<file path="src/rtl/uart_pkg.sv">
// Shared UART definitions: FSM state encodings (common with the TX side) and frame width.
package uart_pkg;

  localparam int DATA_BITS = 8;

  typedef enum logic [3:0] {
    IDLE      = 4'd0,
    START     = 4'd1,
    DATA      = 4'd2,
    PARITY    = 4'd3,
    STOP      = 4'd4,
    WR_SETUP  = 4'd5,
    WR_CLK_P  = 4'd6,
    WR_CLK_N  = 4'd7,
    WAIT_HIGH = 4'd8
  } uart_state_t;

endpackage

</file>
<file path="src/rtl/uart_rx_sync.sv">
// Two-flop synchroniser for the asynchronous RX line; resets to the idle (high) level.
module uart_rx_sync
  import uart_pkg::*;
(
  input  logic clk,
  input  logic rst_n,
  input  logic rx,
  output logic rx_s
);

  logic meta;

  always_ff @(posedge clk) begin
    if (!rst_n) begin
      meta <= 1'b1;
      rx_s <= 1'b1;
    end else begin
      meta <= rx;
      rx_s <= meta;
    end
  end

endmodule

</file>
<file path="src/rtl/uart_fifo_receiver.sv">
// Oversampling 8N1 UART receiver that writes good bytes into the RX FIFO with a WE/CLK pulse sequence.
// Optional parity (one bit after the data) is compiled in with `define UART_RX_PARITY_EN.
module uart_fifo_receiver
  import uart_pkg::*;
#(
  parameter int OVERSAMPLE = 16,
  parameter int CNT_W      = 8,
  parameter int PARITY_ODD = 0
) (
  input  logic       UART_CLK,
  input  logic       nRST,
  input  logic       UART_RX,
  output logic       FIFO_CLK,
  output logic       FIFO_WE,
  input  logic       FIFO_Full,
  output logic [7:0] FIFO_Data,
  output logic       Frame_Err,
`ifdef UART_RX_PARITY_EN
  output logic       Parity_Err,
`endif
  output logic       Overrun
);

  localparam int IDX_W = $clog2(DATA_BITS);
  localparam logic [CNT_W-1:0] HALF_LAST = CNT_W'(OVERSAMPLE / 2 - 1);
  localparam logic [CNT_W-1:0] BIT_LAST  = CNT_W'(OVERSAMPLE - 1);
  localparam logic [IDX_W-1:0] IDX_LAST  = IDX_W'(DATA_BITS - 1);

  if (OVERSAMPLE < 8 || (1 << CNT_W) <= OVERSAMPLE || PARITY_ODD < 0 || PARITY_ODD > 1) begin : g_bad_params
    $error("uart_fifo_receiver: illegal OVERSAMPLE/CNT_W/PARITY_ODD combination");
  end

  uart_state_t          state;
  logic                 rx_s;
  logic [CNT_W-1:0]     cnt;
  logic [IDX_W-1:0]     bit_idx;
  logic [DATA_BITS-1:0] shift;
`ifdef UART_RX_PARITY_EN
  logic                 par_bit;
  logic                 par_bad;

  assign par_bad = ((^shift) ^ (PARITY_ODD != 0)) != par_bit;
`endif

  uart_rx_sync u_sync (
    .clk  (UART_CLK),
    .rst_n(nRST),
    .rx   (UART_RX),
    .rx_s (rx_s)
  );

  // Outputs are registered, so each write-sequence state drives its FIFO
  // signals one cycle after it is entered: WE leads CLK by a cycle and both drop together.
  always_ff @(posedge UART_CLK) begin
    if (!nRST) begin
      state     <= IDLE;
      cnt       <= '0;
      bit_idx   <= '0;
      shift     <= '0;
      FIFO_CLK  <= 1'b0;
      FIFO_WE   <= 1'b0;
      FIFO_Data <= 8'h00;
      Frame_Err <= 1'b0;
      Overrun   <= 1'b0;
`ifdef UART_RX_PARITY_EN
      par_bit    <= 1'b0;
      Parity_Err <= 1'b0;
`endif
    end else begin
      Frame_Err <= 1'b0;
      Overrun   <= 1'b0;
`ifdef UART_RX_PARITY_EN
      Parity_Err <= 1'b0;
`endif
      case (state)
        IDLE: begin
          if (!rx_s) begin
            cnt   <= '0;
            state <= START;
          end
        end
        START: begin
          if (cnt == HALF_LAST) begin
            if (rx_s) begin
              state <= IDLE;
            end else begin
              cnt     <= '0;
              bit_idx <= '0;
              state   <= DATA;
            end
          end else begin
            cnt <= cnt + CNT_W'(1);
          end
        end
        DATA: begin
          if (cnt == BIT_LAST) begin
            cnt     <= '0;
            shift   <= {rx_s, shift[DATA_BITS-1:1]};
            bit_idx <= bit_idx + IDX_W'(1);
            if (bit_idx == IDX_LAST) begin
`ifdef UART_RX_PARITY_EN
              state <= PARITY;
`else
              state <= STOP;
`endif
            end
          end else begin
            cnt <= cnt + CNT_W'(1);
          end
        end
`ifdef UART_RX_PARITY_EN
        PARITY: begin
          if (cnt == BIT_LAST) begin
            cnt     <= '0;
            par_bit <= rx_s;
            state   <= STOP;
          end else begin
            cnt <= cnt + CNT_W'(1);
          end
        end
`endif
        // A bad stop bit outranks every other outcome; otherwise the byte is dropped or written.
        STOP: begin
          if (cnt == BIT_LAST) begin
            cnt <= '0;
            if (!rx_s) begin
              Frame_Err <= 1'b1;
              state     <= WAIT_HIGH;
`ifdef UART_RX_PARITY_EN
            end else if (par_bad) begin
              Parity_Err <= 1'b1;
              state      <= IDLE;
`endif
            end else if (FIFO_Full) begin
              Overrun <= 1'b1;
              state   <= IDLE;
            end else begin
              FIFO_Data <= shift;
              state     <= WR_SETUP;
            end
          end else begin
            cnt <= cnt + CNT_W'(1);
          end
        end
        WR_SETUP: begin
          FIFO_WE <= 1'b1;
          state   <= WR_CLK_P;
        end
        WR_CLK_P: begin
          FIFO_CLK <= 1'b1;
          state    <= WR_CLK_N;
        end
        WR_CLK_N: begin
          FIFO_CLK <= 1'b0;
          FIFO_WE  <= 1'b0;
          state    <= IDLE;
        end
        WAIT_HIGH: begin
          if (rx_s) state <= IDLE;
        end
        default: begin
          state     <= IDLE;
          cnt       <= '0;
          bit_idx   <= '0;
          shift     <= '0;
          FIFO_CLK  <= 1'b0;
          FIFO_WE   <= 1'b0;
          FIFO_Data <= 8'h00;
          Frame_Err <= 1'b0;
          Overrun   <= 1'b0;
`ifdef UART_RX_PARITY_EN
          par_bit    <= 1'b0;
          Parity_Err <= 1'b0;
`endif
        end
      endcase
    end
  end

endmodule

</file>
<file path="config.mk">
export PLATFORM = sky130hd
export DESIGN_NAME = uart_fifo_receiver
export DESIGN_NICKNAME = d
export VERILOG_FILES = /design/src/rtl/uart_pkg.sv /design/src/rtl/uart_rx_sync.sv /design/src/rtl/uart_fifo_receiver.sv
export SDC_FILE = /design/constraint.sdc
export NUM_CORES = 1
export LEC_CHECK = 0
export BUFFER_PORTS_ARGS = -buffer_cell sky130_fd_sc_hd__buf_2
export CAP_MARGIN = 0
export CORE_ASPECT_RATIO = 1.25
export CORE_MARGIN = 5
export CORE_UTILIZATION = 40
export DETAILED_ROUTE_END_ITERATION = 6
export MAX_ROUTING_LAYER = met4
export PLACE_DENSITY = 0.6
export SYNTH_ARGS = -nofsm -noshare
export SYNTH_HDL_FRONTEND = slang
export SYNTH_SLANG_ARGS = --single-unit
</file>
<file path="constraint.sdc">
create_clock -name UART_CLK -period 3.3 [get_ports UART_CLK]
set_input_delay 0 -clock UART_CLK [delete_from_list [all_inputs] [get_ports UART_CLK]]
set_output_delay 0 -clock UART_CLK [all_outputs]
set_load 0.05 [all_outputs]
</file>
# --- Word level (Yosys, flattened, before mapping) ---
# Index checks and enable logic that the tools add are counted.
totals:
  out_inout_bits: 12
  latch_bits: 0
  elab_cells: 77
  memories: 0
  rom_bits: 0
  ramBits: 0
  regBits: 37
  in_bits: 4
op_classes:
  n_addsub: 2
  n_lt_le_gt_ge: 0
  n_mux: 28
  mul: 0
  div_mod_pow: 0
  bitwise: 3
  n_eq_ne: 19
  n_shift: 0
  n_reduce_logical: 14
op_table:
  columns: ["operator", "count"]
  rows:
  - ["8-bit two-way mux", 7]
  - ["8-bit case mux with 2 select lines", 2]
  - ["8-bit case mux with 4 select lines", 1]
  - ["4-bit two-way mux", 7]
  - ["4-bit case mux with 7 select lines", 1]
  - ["6-bit OR reduction", 3]
  - ["4-bit by 3-bit equality test with 1-bit output (second input constant)", 4]
  - ["2-bit inequality test (second input constant)", 7]
  - ["7-bit OR reduction", 2]
  - ["3-bit two-way mux", 4]
  - ["4-bit AND reduction", 3]
  - ["3-bit case mux with 3 select lines", 1]
  - ["8-bit by 1-bit adder with 8-bit output (second input constant)", 1]
  - ["8-bit by 3-bit equality test with 1-bit output (second input constant)", 1]
  - ["8-bit by 4-bit equality test with 1-bit output (second input constant)", 1]
  - ["6-bit AND reduction", 1]
  - ["4-bit by 1-bit equality test with 1-bit output (second input constant)", 1]
  - ["4-bit by 2-bit equality test with 1-bit output (second input constant)", 1]
  - ["4-bit equality test (second input constant)", 1]
  - ["4-bit zero test", 1]
  - ["2-bit by 1-bit inequality test with 1-bit output (second input constant)", 2]
  - ["1-bit case mux with 2 select lines", 2]
  - ["4-bit OR reduction", 1]
  - ["3-bit by 1-bit adder with 3-bit output (second input constant)", 1]
  - ["7 further kinds", 10]

# --- Depth between registers and ports, before layout ---
# Gate-level depths: netlist of run 1.
depth:
  ltp_word: 4
  depth_mapped: 7

# --- Modules after synthesis ---
# Synthesis of run 1 repeated with hierarchy kept, for this count alone.
unflattened:
  hier_cells: 224
  hier_area_um2: 2055.7
modules_own_cells:
  columns: ["module", "area_per_inst_um2", "instances", "seq_area_each_um2", "cells_per_inst"]
  rows:
  - ["uart_fifo_receiver", 2003.2, 1, 700.7, 220]
  - ["uart_rx_sync", 52.6, 1, 40.0, 4]

# --- Least setup slack after synthesis of run 1 ---
# No wires, ideal clock.
synth_timing:
  path_type: "flip-flop to flip-flop"
  startpoint: "register cnt[4]"
  endpoint: "register cnt[0]"
  required_time_ns: 3.181
  setup_slack_ns: 1.547
  synth_period_minus_slack_ns: 1.753
  setup_time_ns: 0.119
  path_stages_with_launch: 6
  n_path_buf: 0
  t_arrival_ns: 1.635
  path_cell_list: "dfxtp_1 or4_4 or2_4 a31oi_4 a2111oi_2 o221a_1"
synth_between:
  elab_chain_cells: 3
  word_cells_on_any_way: 5
  classes_between: "2 x eq/ne; 3 x mux"
synth_rtl:
  columns: ["item", "line", "rtl"]
  rows:
  - ["start, declared", "uart_fifo_receiver.sv:35", "logic [CNT_W-1:0] cnt;"]
  - ["start signal, assigned", "uart_fifo_receiver.sv:92", "cnt <= cnt + CNT_W'(1);"]
  - ["start signal, assigned", "uart_fifo_receiver.sv:108", "cnt <= cnt + CNT_W'(1);"]
  - ["start signal, assigned", "uart_fifo_receiver.sv:142", "cnt <= cnt + CNT_W'(1);"]
  - ["8-bit by 4-bit equality test with 1-bit output or 8-bit by 3-bit equality test with 1-bit output (tied branches)", "uart_fifo_receiver.sv:96, uart_fifo_receiver.sv:124, uart_fifo_receiver.sv:83", null]
  - ["8-bit two-way mux (on tied branches)", "uart_fifo_receiver.sv:96, uart_fifo_receiver.sv:124, uart_fifo_receiver.sv:83", null]
  - ["8-bit case mux with 4 select lines *", "uart_fifo_receiver.sv:75", "case (state)"]
# Every way passes the cells marked *; elsewhere a longest branch is shown, timed or not.
# A chain may end at the register's enable or synchronous reset.

# --- Worst setup path in the final report of run 1 ---
layout_timing:
  startpoint: "register state[1]"
  endpoint: "register cnt[5]"
layout_between:
  elab_chain_cells: 3
  word_cells_on_any_way: 11
  classes_between: "7 x eq/ne; 1 x mux; 3 x reduce/logical"
layout_rtl:
  columns: ["item", "line", "rtl"]
  rows:
  - ["start, declared", "uart_fifo_receiver.sv:33", "uart_state_t state;"]
  - ["start signal, assigned", "uart_fifo_receiver.sv:56", "state <= IDLE;"]
  - ["start signal, assigned", "uart_fifo_receiver.sv:79", "state <= START;"]
  - ["start signal, assigned", "uart_fifo_receiver.sv:85", "state <= IDLE;"]
  - ["4-bit equality test, or another cell as far along", "uart_fifo_receiver.sv:75", null]
  - ["4-bit OR reduction (no source line) or 2-bit OR reduction (tied branches)", null, null]
  - ["8-bit case mux with 4 select lines", "uart_fifo_receiver.sv:75", null]
# Parallel ways exist; a longest one is shown, timed or not.

==> results of run 1 <==
==> sequential cells by signal (all words and copies together), names as in the netlist <==
name and cells:
FIFO_Data 8, cnt 8, shift 8, state 4, bit_idx 3, FIFO_CLK 1
FIFO_WE 1, Frame_Err 1, Overrun 1, u_sync.meta 1, u_sync.rx_s 1
==> worst max-delay path, stage by stage (launching register included) <==
cell	delay, ns
dfxtp_1	0.76
xnor2_1	0.25
a211oi_2	0.36
o31a_1	0.47
a21boi_0	0.23
o221a_1	0.19
==> layer usage <==
metal | track usage (%) | vias to the layer above
met1 | 18.5 | 826
li1 | - | 888
met4 | 4.60 | 0
met5 | - | -
met2 | 25.2 | 28
met3 | 3.45 | 8
==> Yosys cell counts (2+ instances only) <==
cell / instances
a21oi_1: 14
a21oi_2: 2
a32oi_1: 2
and3_1: 5
buf_2: 4
clkbuf_1: 8
dfxtp_1: 37
ha_1: 3
inv_1: 5
mux2i_1: 13
nand2_1: 38
nand2b_1: 5
nand3_1: 15
nand4b_1: 2
nor2_1: 13
nor2b_1: 4
nor3_1: 8
nor3_4: 2
o21ai_0: 8
o221a_1: 2
o221ai_1: 8
or2_2: 2
==> report_power, final <==
group          switching, mW  internal [mW]
clock                  0.175          0.146
combinational          0.179          0.103
sequential            0.0253          0.460
==> layout by cell type (no fill, tap or decap), types with 3 or more instances in the layout <==
cell type,synthesis,final
nand2_1,38,38
dfxtp_1,37,37
nand3_1,15,15
buf_2,4,15
a21oi_1,14,14
nor2_1,13,13
mux2i_1,13,13
nor3_1,8,8
o21ai_0,8,8
o221ai_1,8,8
inv_1,5,5
nand2b_1,5,5
and3_1,5,5
clkbuf_8,0,5
nor2b_1,4,4
ha_1,3,3
==> layout make-up <==
| cell class | count | area, um2 |
|---|---|---|
| Clock buffer | 5 | 68.8 |
| Clock inverter | 3 | 17.5 |
| Fill cell | 510 | 2770 |
| Inverter | 6 | 22.5 |
| Multi-Input combinational cell | 178 | 1230 |
| Sequential cell | 37 | 741 |
| Tap cell | 62 | 77.6 |
| Timing Repair Buffer | 19 | 110 |
==> final timing paths <==
check,start,endpoint,slack (ns),depth (start not counted)
max,state[1],cnt[5],0.99,5
max reg2reg,state[1],cnt[5],0.99,5
min,nRST,u_sync.meta,0.11,2
min reg2reg,u_sync.meta,u_sync.rx_s,0.41,1
==> per-stage QoR <==
stage | setup slack (ns) | power, mW | util (%) | area [um2] | hold slack, ns
floorplan | 1.55 | 0.737 | - | 2070 | 0.101
global placement | 1.05 | 0.782 | 42.9 | 2160 | 0.186
detailed placement | 1.02 | 0.780 | 42.9 | 2160 | 0.186
CTS | 0.991 | 1.10 | 45.0 | 2270 | 0.115
global route | 0.796 | 1.15 | 45.0 | 2270 | 0.134
finish | 0.985 | 1.09 | 45.0 | 2270 | 0.111
==> timing repair <==
item                       in CTS  in global routing
hold buffers                    2                  0
setup endpoints to repair       0                  0
hold endpoints to repair        2                  0
==> kinds of logic after synthesis <==
family	synth area share, %
and+or+nand+nor	27.6
muxes	6.29
buffers and inverters	4.60
DFF	35.8
xor gates and xnor gates	0.847
adders and majority gates	1.82
AOI/OAI and AO/OA	23.1
==> flow_summary.yaml, run 1 <==
drt:
  highest_layer: "met4"
  wl_met1_mm: 2.01
  dr.pass1.iters: 4
  via_per_inst: 5.65
  wirelength_mm: 4.64
  wl_met3_um: 127
  routedWlPerCell_um: 15.0
  vias: 1750
  route.detailed.drc: 0
  met2_length_mm: 2.43
  drtIter0Drc: 135
  antenna_left: 0
clock_network:
  cts_root_buf: "clkbuf_8"
  insertion_delay_ns: 0.30
  numClockSinks: 37
  cts_buffers: 5
  cts_setup_buffers: 0
  clk_pin_slew_ns: 0.08
  cts_resized: 0
  cts-htree-levels: 2
  clk_path_buf_depth: 2
  tritoncts: "done"
global_routing:
  grt_overflow_total: 0
  grt_max_degree: 27
  antenna_found_initial: 0
  grt_pass1_vias: 1643
  grt_pass1_wl_mm: 8.02
  track_usage_pct: 15.4
floorplanning:
  start_util_pct: 41.0
  coreArea_um2: 5040
  die_w_um: 74.3
  dieArea_um2: 6720
  ios: 16
  rows: 29
  fp.dieH_um: 90.4
synthesis:
  synthCells: 236
  synthTopCellsByArea: "dfxtp_1 (36%), nand2_1 (6.9%), mux2i_1 (6.3%)"
  postSynthAreaPerCell_um2: 8.76
  yosysTopAreaCellShare_pct: 35.8
  syn-num-nets: 243
  synthDistinctLibCells: 58
  async_flop_share_pct: 0
  yosys.area.top_type: "dfxtp_1"
  synth_warnings: 0
  synth_edf_count: 0
  synth_area_um2: 2070
  ys_seq_elements: 37
  synth_flop_cell: "dfxtp_1"
  synth.yosys.seq_area_share_pct: 35.8
final_layout:
  area_growth_pct: 9.74
  diodes: 0
  fin_nets: 254
  layout-drive-gt1-share_pct: 18.1
  final_cells: 310
power:
  p_leak_nw: 0.819
  power_per_cell_area_nw_per_um2: 480
  peakVddDrop_mv: 0.236
setup_path:
  worstPathArrival_ns: 2.56
  crit_type: "reg2reg"
  critPathLaunchType: "flip-flop"
  critPathRequiredTime_ns: 3.55
  end_kind: "flip-flop"
  crit_fanout: 18
sta:
  report.final.slew_viol_count: 0
  tns_ns: 0
  min_period_ns: 2.31
  fin_crit_sh_pct: 70.1
  max_freq_mhz: 432
  hold_viol_final: 0
  finClkSkew_ns: 0.00892
  setup_viol: 0
  rsz0062_at_grt: "no"
  relSlewSlack_pct: 54.8
  worstMarginPinSlew_ns: 0.677
hold_path:
  hp-class: "in2reg"
run_status:
  outcome: "finished, final reports clean"
place:
  placed_cells: 300
  portBuffers: 15
  gp_congestion: 0.788
  dp_hpwl_mm: 3.25
job:
  max_cap_viol_count: 0
Note: power is estimated with default switching activity, not from simulation.
==> inputs of run 2 (changes only) <==
--- a/config.mk
+++ b/config.mk
@@ -5,6 +5,7 @@
 export SDC_FILE = /design/constraint.sdc
 export NUM_CORES = 1
 export LEC_CHECK = 0
+export ABC_AREA = 1
 export BUFFER_PORTS_ARGS = -buffer_cell sky130_fd_sc_hd__buf_2
 export CAP_MARGIN = 0
 export CORE_ASPECT_RATIO = 1.25
@@ -12,7 +13,7 @@
 export CORE_UTILIZATION = 40
 export DETAILED_ROUTE_END_ITERATION = 6
 export MAX_ROUTING_LAYER = met4
-export PLACE_DENSITY = 0.6
+export PLACE_DENSITY = 0.62
 export SYNTH_ARGS = -nofsm -noshare
 export SYNTH_HDL_FRONTEND = slang
 export SYNTH_SLANG_ARGS = --single-unit
==> constraint.sdc (replaced) <==
create_clock -name UART_CLK -period 2.1 [get_ports UART_CLK]
set_input_delay 0 -clock UART_CLK [delete_from_list [all_inputs] [get_ports UART_CLK]]
set_output_delay 0 -clock UART_CLK [all_outputs]
set_load 0.05 [all_outputs]
==> run 2 against run 1 <==
  * Die area is 0.53% higher
  * Critical path depth is 4 higher
  * Combinational power grew to 7.6 times the previous value
  * Maximum frequency is 32% higher
  * Clock-buffer cell count stayed put
  * Largest power group is now combinational logic
  * Core utilization is 0.22 points higher
  * Non-clock buffer count is 1 higher
==> flow_summary.yaml, run 2 <==
sta:
  report.final.slew_viol_count: 0
  finClkSkew_ns: 0.00659
  setup_viol: 0
  max_freq_mhz: 572
  relSlewSlack_pct: 72.0
  tns_ns: 0
  fin_crit_sh_pct: 83.2
  min_period_ns: 1.75
  worstMarginPinSlew_ns: 0.420
  rsz0062_at_grt: "no"
  finalWorstSetupSlack_ns: 0.352
  hold_viol_final: 0
global_routing:
  grt_pass1_vias: 1753
  grt_max_degree: 17
  grt_overflow_total: 0
  grt_pass1_wl_mm: 8.05
  antenna_found_initial: 0
  track_usage_pct: 15.3
place:
  place_ws_ns: 0.212
  portBuffers: 15
  dpl_cell_area_um2: 2180
  dp_hpwl_mm: 3.46
  gp_congestion: 0.873
setup_path:
  end_kind: "flip-flop"
  crit_type: "reg2reg"
  critPathRequiredTime_ns: 2.33
  worstPathArrival_ns: 1.98
  reg2reg_setup_slack_ns: 0.35
  crit_fanout: 9
  critPathLaunchType: "flip-flop"
synthesis:
  synth_edf_count: 0
  ys_seq_elements: 37
  synth.yosys.seq_area_share_pct: 35.6
  yosysTopAreaCellShare_pct: 35.6
  synthCells: 314
  synthTopCellsByArea: "dfxtp_1 (36%), nand2_1 (16%), nor2_1 (12%)"
  synthDistinctLibCells: 31
  postSynthAreaPerCell_um2: 6.63
  synth_flop_cell: "dfxtp_1"
  yosys.area.top_type: "dfxtp_1"
  async_flop_share_pct: 0
  synth_common_cells: "nand2_1 (88), nor2_1 (65), dfxtp_1 (37)"
  yosysMostFrequentCell: "nand2_1"
  syn-num-nets: 321
  synth_warnings: 0
  synth_area_um2: 2080
power:
  peakVddDrop_mv: 0.475
  switching_power_mw: 1.90
  p_comb_share_pct: 57.9
  power_per_cell_area_nw_per_um2: 1630
  p_int_mw: 1.84
  p_leak_nw: 1.05
  switching_share_pct: 50.7
  p_clk_share_pct: 13.2
  seqPwrFrac_pct: 28.9
  total_power_mw: 3.74
clock_network:
  clk_pin_slew_ns: 0.07
  tritoncts: "done"
  cts_root_buf: "clkbuf_8"
  cts-htree-levels: 2
  numClockSinks: 37
  insertion_delay_ns: 0.29
  clk_path_buf_depth: 2
  cts_buffers: 5
final_layout:
  fin_nets: 340
  finish.instance_area_um2: 2300
  area_growth_pct: 10.4
  num-fill-cells: 538
  reg_top3: "FIFO_Data (8), cnt (8), shift (8)"
  layout-drive-gt1-share_pct: 17.7
  regArea_um2: 741
  utilization_pct: 45.2
  multiInputGateArea_um2: 1190
  diodes: 0
  final_common_cell: "nand2_1"
  layout_common_cells: "nand2_1 (88), nor2_1 (65), dfxtp_1 (37)"
drt:
  dr.pass1.iters: 4
  antenna_left: 0
  route.detailed.drc: 0
  via_per_inst: 4.98
  vias: 1971
  drtIter0Drc: 213
  routedWlPerCell_um: 11.7
  wirelength_mm: 4.63
floorplanning:
  ios: 16
  dieArea_um2: 6750
  fp.dieH_um: 90.6
  coreArea_um2: 5080
  rows: 29
  start_util_pct: 41.0
  die_w_um: 74.5
run_status:
  outcome: "finished, final reports clean"
job:
  max_cap_viol_count: 0
hold_path:
  hp-class: "in2reg"
run 2: cell type report:
| type | instances | share of cell area [%] |
|---|---|---|
| clock buffers | 5 | 3.00 |
| clock inverters | 3 | 0.763 |
| repair buffers | 20 | 5.12 |
| multi-input cells | 248 | 52.0 |
| well taps | 62 | 3.38 |
| flip-flops and latches | 37 | 32.2 |
| inverters | 21 | 3.49 |
run 2: cells by family after synthesis:
group | share of synthesized area, %
compound gates | 8.06
flops | 35.6
buf+inv | 7.33
simple gates | 46.8
xor+xnor | 0.421
fa+ha+maj | 1.80
run 2: final timing paths:
check             cells past startpoint           to        start
setup reg to reg                      9     shift[2]       cnt[0]
hold reg to reg                       1  u_sync.rx_s  u_sync.meta
setup / recovery                      9     shift[2]       cnt[0]
hold / removal                        3       cnt[4]         nRST
run 2: worst max-delay path: stages, from the launching register on:
cell and delay [ns]:
dfxtp_1 0.37, ha_1 0.20, nand2_1 0.11, nor2_2 0.14
nand3_2 0.17, nand2_2 0.21, nand3_2 0.13, nor2_4 0.21
nor2_1 0.06, nor2_1 0.08
run 2: routing by layer:
metal  up-vias  share of wire, %  track usage, %
met1       898                45            19.6
met3         6               3.6            3.12
met2        32                50            23.4
met4         0               1.3            5.79
met5         -                 0               -
li1       1035                 -               -
run 2: per-stage QoR:
step                      hold WS (ns)  std cells
after floorplan                  0.107        314
after global placement           0.185        386
after detailed placement         0.189        386
after CTS                       0.0683        396
after global routing            0.0779        396
final                           0.0759        396
run 2: power by group through the flow:
stage	clock (mW)	sequential [mW]	combinational [mW]
6_report	0.493	1.08	2.16
5_1_grt	0.545	1.11	2.46
4_1_cts	0.512	1.08	2.17
3_5_place_dp	0	1.10	2.16
3_3_place_gp	0	1.09	2.14
2_1_floorplan	0	1.25	1.68
run 2: timing repair:
item                                    4_1_cts  5_1_grt
gates resized for setup                       0        1
endpoints found under the setup margin        0        1
endpoints found under the hold margin         2        0
buffers inserted                              0        0
hold buffers                                  2        0
